--- config.mk ---
export PLATFORM = sky130hd
export DESIGN_NAME = vector_write_assembler
export DESIGN_NICKNAME = d
export VERILOG_FILES = /design/src/rtl/tarea3_pkg.sv /design/src/rtl/vector_write_assembler.sv
export SDC_FILE = /design/constraint.sdc
export NUM_CORES = 1
export LEC_CHECK = 0
export CAP_MARGIN = 15
export CORE_UTILIZATION = 45
export CTS_CLUSTER_DIAMETER = 60
export DETAILED_ROUTE_END_ITERATION = 8
export HOLD_SLACK_MARGIN = 0.08
export PLACE_DENSITY = 0.68
export SYNTH_ARGS = -nofsm -noshare
export SYNTH_HDL_FRONTEND = slang
export SYNTH_SLANG_ARGS = --single-unit
--- constraint.sdc ---
create_clock -name clk -period 2.2 [get_ports clk]
set_clock_uncertainty 0.15 [all_clocks]
set_input_delay 0.44 -clock clk [delete_from_list [all_inputs] [get_ports clk]]
set_output_delay 0.44 -clock clk [all_outputs]
set_load 0.05 [all_outputs]
--- src/rtl/tarea3_pkg.sv ---
// Shared definitions for the Tarea 3 vector-loading blocks:
// FSM state encoding, element width and default vector length.
package tarea3_pkg;

  typedef enum logic [2:0] {
    IDLE,
    WAIT_LO,
    WAIT_HI,
    WRITE,
    DONE
  } state_t;

  localparam int ELEM_W                = 10;
  localparam int DEFAULT_NUM_ELEMENTOS = 1024;

endpackage

--- src/rtl/vector_write_assembler.sv ---
// Assembles pairs of UART bytes into 10-bit elements and writes a full
// vector into BRAM A or B, with abort, byte-gap timeout and range flagging.
module vector_write_assembler
  import tarea3_pkg::*;
#(
  parameter int NUM_ELEMENTOS  = DEFAULT_NUM_ELEMENTOS,
  parameter int TIMEOUT_CYCLES = 1_000_000
) (
  input  logic                             clk,
  input  logic                             reset,
  input  logic                             begin_write,
  input  logic                             target_sel,
  input  logic [7:0]                       rx_data,
  input  logic                             rx_ready,
  output logic                             bram_we_a,
  output logic                             bram_we_b,
  output logic [$clog2(NUM_ELEMENTOS)-1:0] bram_addr,
  output logic [ELEM_W-1:0]                bram_din,
  output logic                             write_done,
  output logic                             load_abort,
  output logic                             busy,
  output logic                             range_err
);

  localparam int ADDR_W = $clog2(NUM_ELEMENTOS);
  localparam int TO_W   = $clog2(TIMEOUT_CYCLES + 1);

  localparam logic [ADDR_W-1:0] LAST_ADDR = ADDR_W'(NUM_ELEMENTOS - 1);
  localparam logic [TO_W-1:0]   TO_LAST   = TO_W'(TIMEOUT_CYCLES - 1);

  state_t state, next_state;

  logic              sel_b;
  logic [7:0]        lo_byte;
  logic [ADDR_W-1:0] addr_cnt;
  logic [ELEM_W-1:0] element;
  logic [TO_W-1:0]   to_cnt;

  logic start_load, take_lo, take_hi, advance, abort, finish;

  always_ff @(posedge clk or posedge reset) begin
    if (reset) state <= IDLE;
    else       state <= next_state;
  end

  // A falling begin_write wins over a coincident rx_ready, so that byte is dropped.
  always_comb begin
    next_state = state;
    start_load = 1'b0;
    take_lo    = 1'b0;
    take_hi    = 1'b0;
    advance    = 1'b0;
    abort      = 1'b0;
    finish     = 1'b0;
    case (state)
      IDLE: begin
        if (begin_write) begin
          next_state = WAIT_LO;
          start_load = 1'b1;
        end
      end
      WAIT_LO: begin
        if (!begin_write) begin
          next_state = IDLE;
          abort      = 1'b1;
        end else if (rx_ready) begin
          next_state = WAIT_HI;
          take_lo    = 1'b1;
        end
      end
      WAIT_HI: begin
        if (!begin_write) begin
          next_state = IDLE;
          abort      = 1'b1;
        end else if (rx_ready) begin
          next_state = WRITE;
          take_hi    = 1'b1;
        end else if (to_cnt == TO_LAST) begin
          next_state = WAIT_LO;
        end
      end
      WRITE: begin
        if (!begin_write) begin
          next_state = IDLE;
          abort      = 1'b1;
        end else if (addr_cnt == LAST_ADDR) begin
          next_state = DONE;
          finish     = 1'b1;
        end else begin
          next_state = WAIT_LO;
          advance    = 1'b1;
        end
      end
      DONE: begin
        if (!begin_write) next_state = IDLE;
      end
      default: next_state = IDLE;
    endcase
  end

  always_ff @(posedge clk or posedge reset) begin
    if (reset) begin
      sel_b      <= 1'b0;
      lo_byte    <= '0;
      addr_cnt   <= '0;
      element    <= '0;
      to_cnt     <= '0;
      range_err  <= 1'b0;
      write_done <= 1'b0;
      load_abort <= 1'b0;
    end else begin
      write_done <= finish;
      load_abort <= abort;
      if (start_load) begin
        sel_b     <= target_sel;
        addr_cnt  <= '0;
        range_err <= 1'b0;
      end
      if (take_lo) lo_byte <= rx_data;
      if (take_hi) begin
        element <= {rx_data[1:0], lo_byte};
        if (|rx_data[7:2]) range_err <= 1'b1;
      end
      if (advance) addr_cnt <= addr_cnt + 1'b1;
      // Restarts on every entry to WAIT_HI; a timeout discards the held low byte.
      if (state == WAIT_HI && next_state == WAIT_HI) to_cnt <= to_cnt + 1'b1;
      else                                           to_cnt <= '0;
    end
  end

  assign busy      = (state != IDLE);
  assign bram_we_a = (state == WRITE) && !sel_b;
  assign bram_we_b = (state == WRITE) && sel_b;
  assign bram_addr = addr_cnt;
  assign bram_din  = element;

endmodule

==> qor.yml <==
outcome: "finished clean"
maxClockFrequency_mhz: 474
clock-root-buffer: "clkbuf_8"
final_setup_viols: 0
pre_cts_slack_ns: 0.0193
netlist_area_um2: 2670
synth_seq_area_share_pct: 51.6
timing.final.ws_setup_ns: 0.0905
routed_metal_1_wire_length_um: 2790
timing.critical_path.from_type: "flop"
ctsHtreeMaxLevel: 2
num-fill-cells: 514
synthesis.yosys.warnings: 0
cts_setup_buffers: 0
port_buffers: 38
avgSynthCellArea_um2: 11.1
worstPathMaxFanout: 5
drtPass1Iterations: 4
ys_ff_latch: 55
ys_top_cells_by_count: "dfrtp_1 (55), nor3_1 (22), mux2_2 (20), nand3_1 (13), nand4_1 (12)"
r2r_setup_slack_ns: 0.09
count_leader_synth: "dfrtp_1"
synth_xor_xnor_area_share_pct: 4.60
path_buf_inv: 1
routed_wire_length_per_instance_um: 15.3
top_layer_used: "met4"
grt_first_pass_wirelength_um: 9800
tritoncts.num_buffers: 5
clk-insertion-delay-late_ns: 0.30
synth_top_family_by_area: "simple AND/OR/NAND/NOR gates"
pin_count: 39
hold_path.class: "input pin to asynchronous set/reset pin"
cp_slowest_stage_delay_ns: 0.82
pin_count_of_the_biggest_net_entering_global_routing: 22
path_delay_family: "buffers and inverters"
met3WireLength_um: 183
grt_antenna_before_repair: 0
met2WireLength_um: 2560
worstReg2RegStart: "to_cnt[7]$_DFF_PP0_"
viasPerCell: 5.75
endpoint_kind: "primary output"
numClockSinks: 55
final-hold-violation-count: 0
power.density_cell_area_nw_per_um2: 736
antenna_cells_inserted: 0
dr.first_iter.drc_count: 107
synth_edf_count: 0
floorplan.die.width_um: 79.0
tritoncts: "yes"
async_reset_ff_share_pct: 100
gp_routability_congestion: 0.846
max-slew-margin-rel_pct: 66.3
remaining_design_rule_violation_count: 0
most_area_hungry_cell_type_in_the_yosys_netlist: "dfrtp_1"
grt_overflow: 0
synth_top_area_share_pct: 51.6
grt_setup_unrepaired: "false"
final_worst_path_period_share_pct: 95.9
cp_data_arrival_time_ns: 1.52
floorplan.rows: 27
path_class: "flop to primary output"
route.final.wire_length_um: 5620
syn2layout_area_growth_pct: 26.6
synth_compound_area_share_pct: 8.82
post_synth_mux_area_share_pct: 8.44
tightest_slew_ns: 0.503
synthAdderAreaFrac_pct: 0.938
setup_tns_ns: 0
place_hpwl_um: 3960
crit_required_ns: 1.61
post_route_cells_drive_above_1_share_pct: 21.3
ys.flop_type: "dfrtp_1"
worstRegToRegCells: 5
drtAntennaViolNets: 0
power.static_leakage_nw: 1.60
die-height_um: 79.0
synthTopCellsByArea: "dfrtp_1 (52%), mux2_2 (8.4%), nor3_1 (4.1%)"
final-max-slew-violation-count: 0
cts.repair.resized: 0
slowest_cell_on_crit_path: "clkdlybuf4s50_1"
cts_buffer_depth: 2
total_grt_usage_pct: 20.0
synthesis.nets: 256
cts.hold.buffers_added: 0
worst_r2r_endpoint: "to_cnt[10]$_DFF_PP0_"
multiInputGateArea_um2: 1230
synthCells: 241
max-vdd-ir-drop_mv: 0.604
first_global_vias: 2074
timing.critical_path.cells: "clkdlybuf4s50_1"
clock_transition_at_the_registers_of_the_reported_paths_ns: 0.10
sequential_cell_area_um2: 1380
fp.coreArea_um2: 5610
max_cap_viol_count: 0
initial_core_util_pct: 47.6
synth.lib_cells_used.distinct: 45
dieArea_um2: 6240
timing.final.crit_period_ns: 2.11
via_count: 2115
final_net_count: 310
synthSimpleGateAreaFrac_pct: 22.7
## power breakdown
group | switching, mW | internal [mW] | total (mW)
combinational | 0.428 | 0.286 | 0.714
sequential | 0.0816 | 1.14 | 1.22
clock | 0.326 | 0.224 | 0.549
total | 0.835 | 1.65 | 2.49
## through the flow
step | cells | total power [mW] | util [%] | instance area (um2) | hold WS (ns)
detailed placement | 360 | 1.96 | 58.3 | 3270 | 0.324
global route | 368 | 2.60 | 60.2 | 3380 | 0.277
floorplan | 241 | 1.69 | - | 2670 | 0.303
global placement | 360 | 1.95 | 58.3 | 3270 | 0.323
CTS | 368 | 2.52 | 59.8 | 3350 | 0.250
finish | 368 | 2.49 | 60.2 | 3380 | 0.247
## layout by cell type, fill, tap and decap left out, drive strengths merged, types with 2 or more instances in the layout
cell and count:
a211o 6, a211oi 6, a21oi 2, a22o 2, and2 4, and3 7
and4 6, and4b 2, buf 25, clkbuf 6, clkdlybuf4s50 26, dfrtp 55
dlymetal6s2s 7, ha 2, inv 4, mux2 20, nand2 9, nand3 13
nand4 12, nand4b 2, nor2 11, nor2b 3, nor3 22, nor4 2
o21ai 5, o21bai 2, or3 4, or4 5, xnor2 5, xor2 9
## metal layers
| layer | vias up | GRT usage, % |
|---|---|---|
| met5 | - | 0 |
| met2 | 41 | 29.9 |
| met1 | 1056 | 29.5 |
| met4 | 0 | 7.45 |
| met3 | 7 | 2.76 |
| li1 | 1011 | - |
## area by class of cell
class                      count  share of cell area [%]
sequential                    55                    40.7
multi-input combinational    171                    36.3
clock inverter                 2                   0.370
inverter                       4                   0.444
clock buffer                   6                    2.15
timing repair buffer          58                    17.3
tap                           72                    2.67
## cell families after synthesis
logic type                 Yosys count
buffers and inverters               15
adders and majority gates            2
muxes                               20
DFF                                 55
AOI/OAI and AO/OA                   30
and+or+nand+nor                    105
xor gates and xnor gates            14
## state kept, by name (all words and copies together) (netlist names), 3 cells and up
name,cells
state,3
to_cnt,20
bram_addr,10
lo_byte,8
bram_din,10
## how the worst max path moves through the flow
stage	end	cells after the start	start	slack, ns
finish	bram_addr[9]	1	bram_addr[9]$_DFFE_PP0P_	0.09
global route	to_cnt[5]$_DFF_PP0_	5	to_cnt[7]$_DFF_PP0_	0.02
CTS	bram_addr[5]	1	bram_addr[5]$_DFFE_PP0P_	0.002
detailed placement	lo_byte[3]$_DFFE_PP0P_	5	begin_write	0.02
global placement	lo_byte[3]$_DFFE_PP0P_	5	begin_write	0.02
floorplan	bram_addr[7]$_DFFE_PP0P_	5	bram_addr[1]$_DFFE_PP0P_	0.07
No activity file was read; power rests on OpenSTA's default activity.
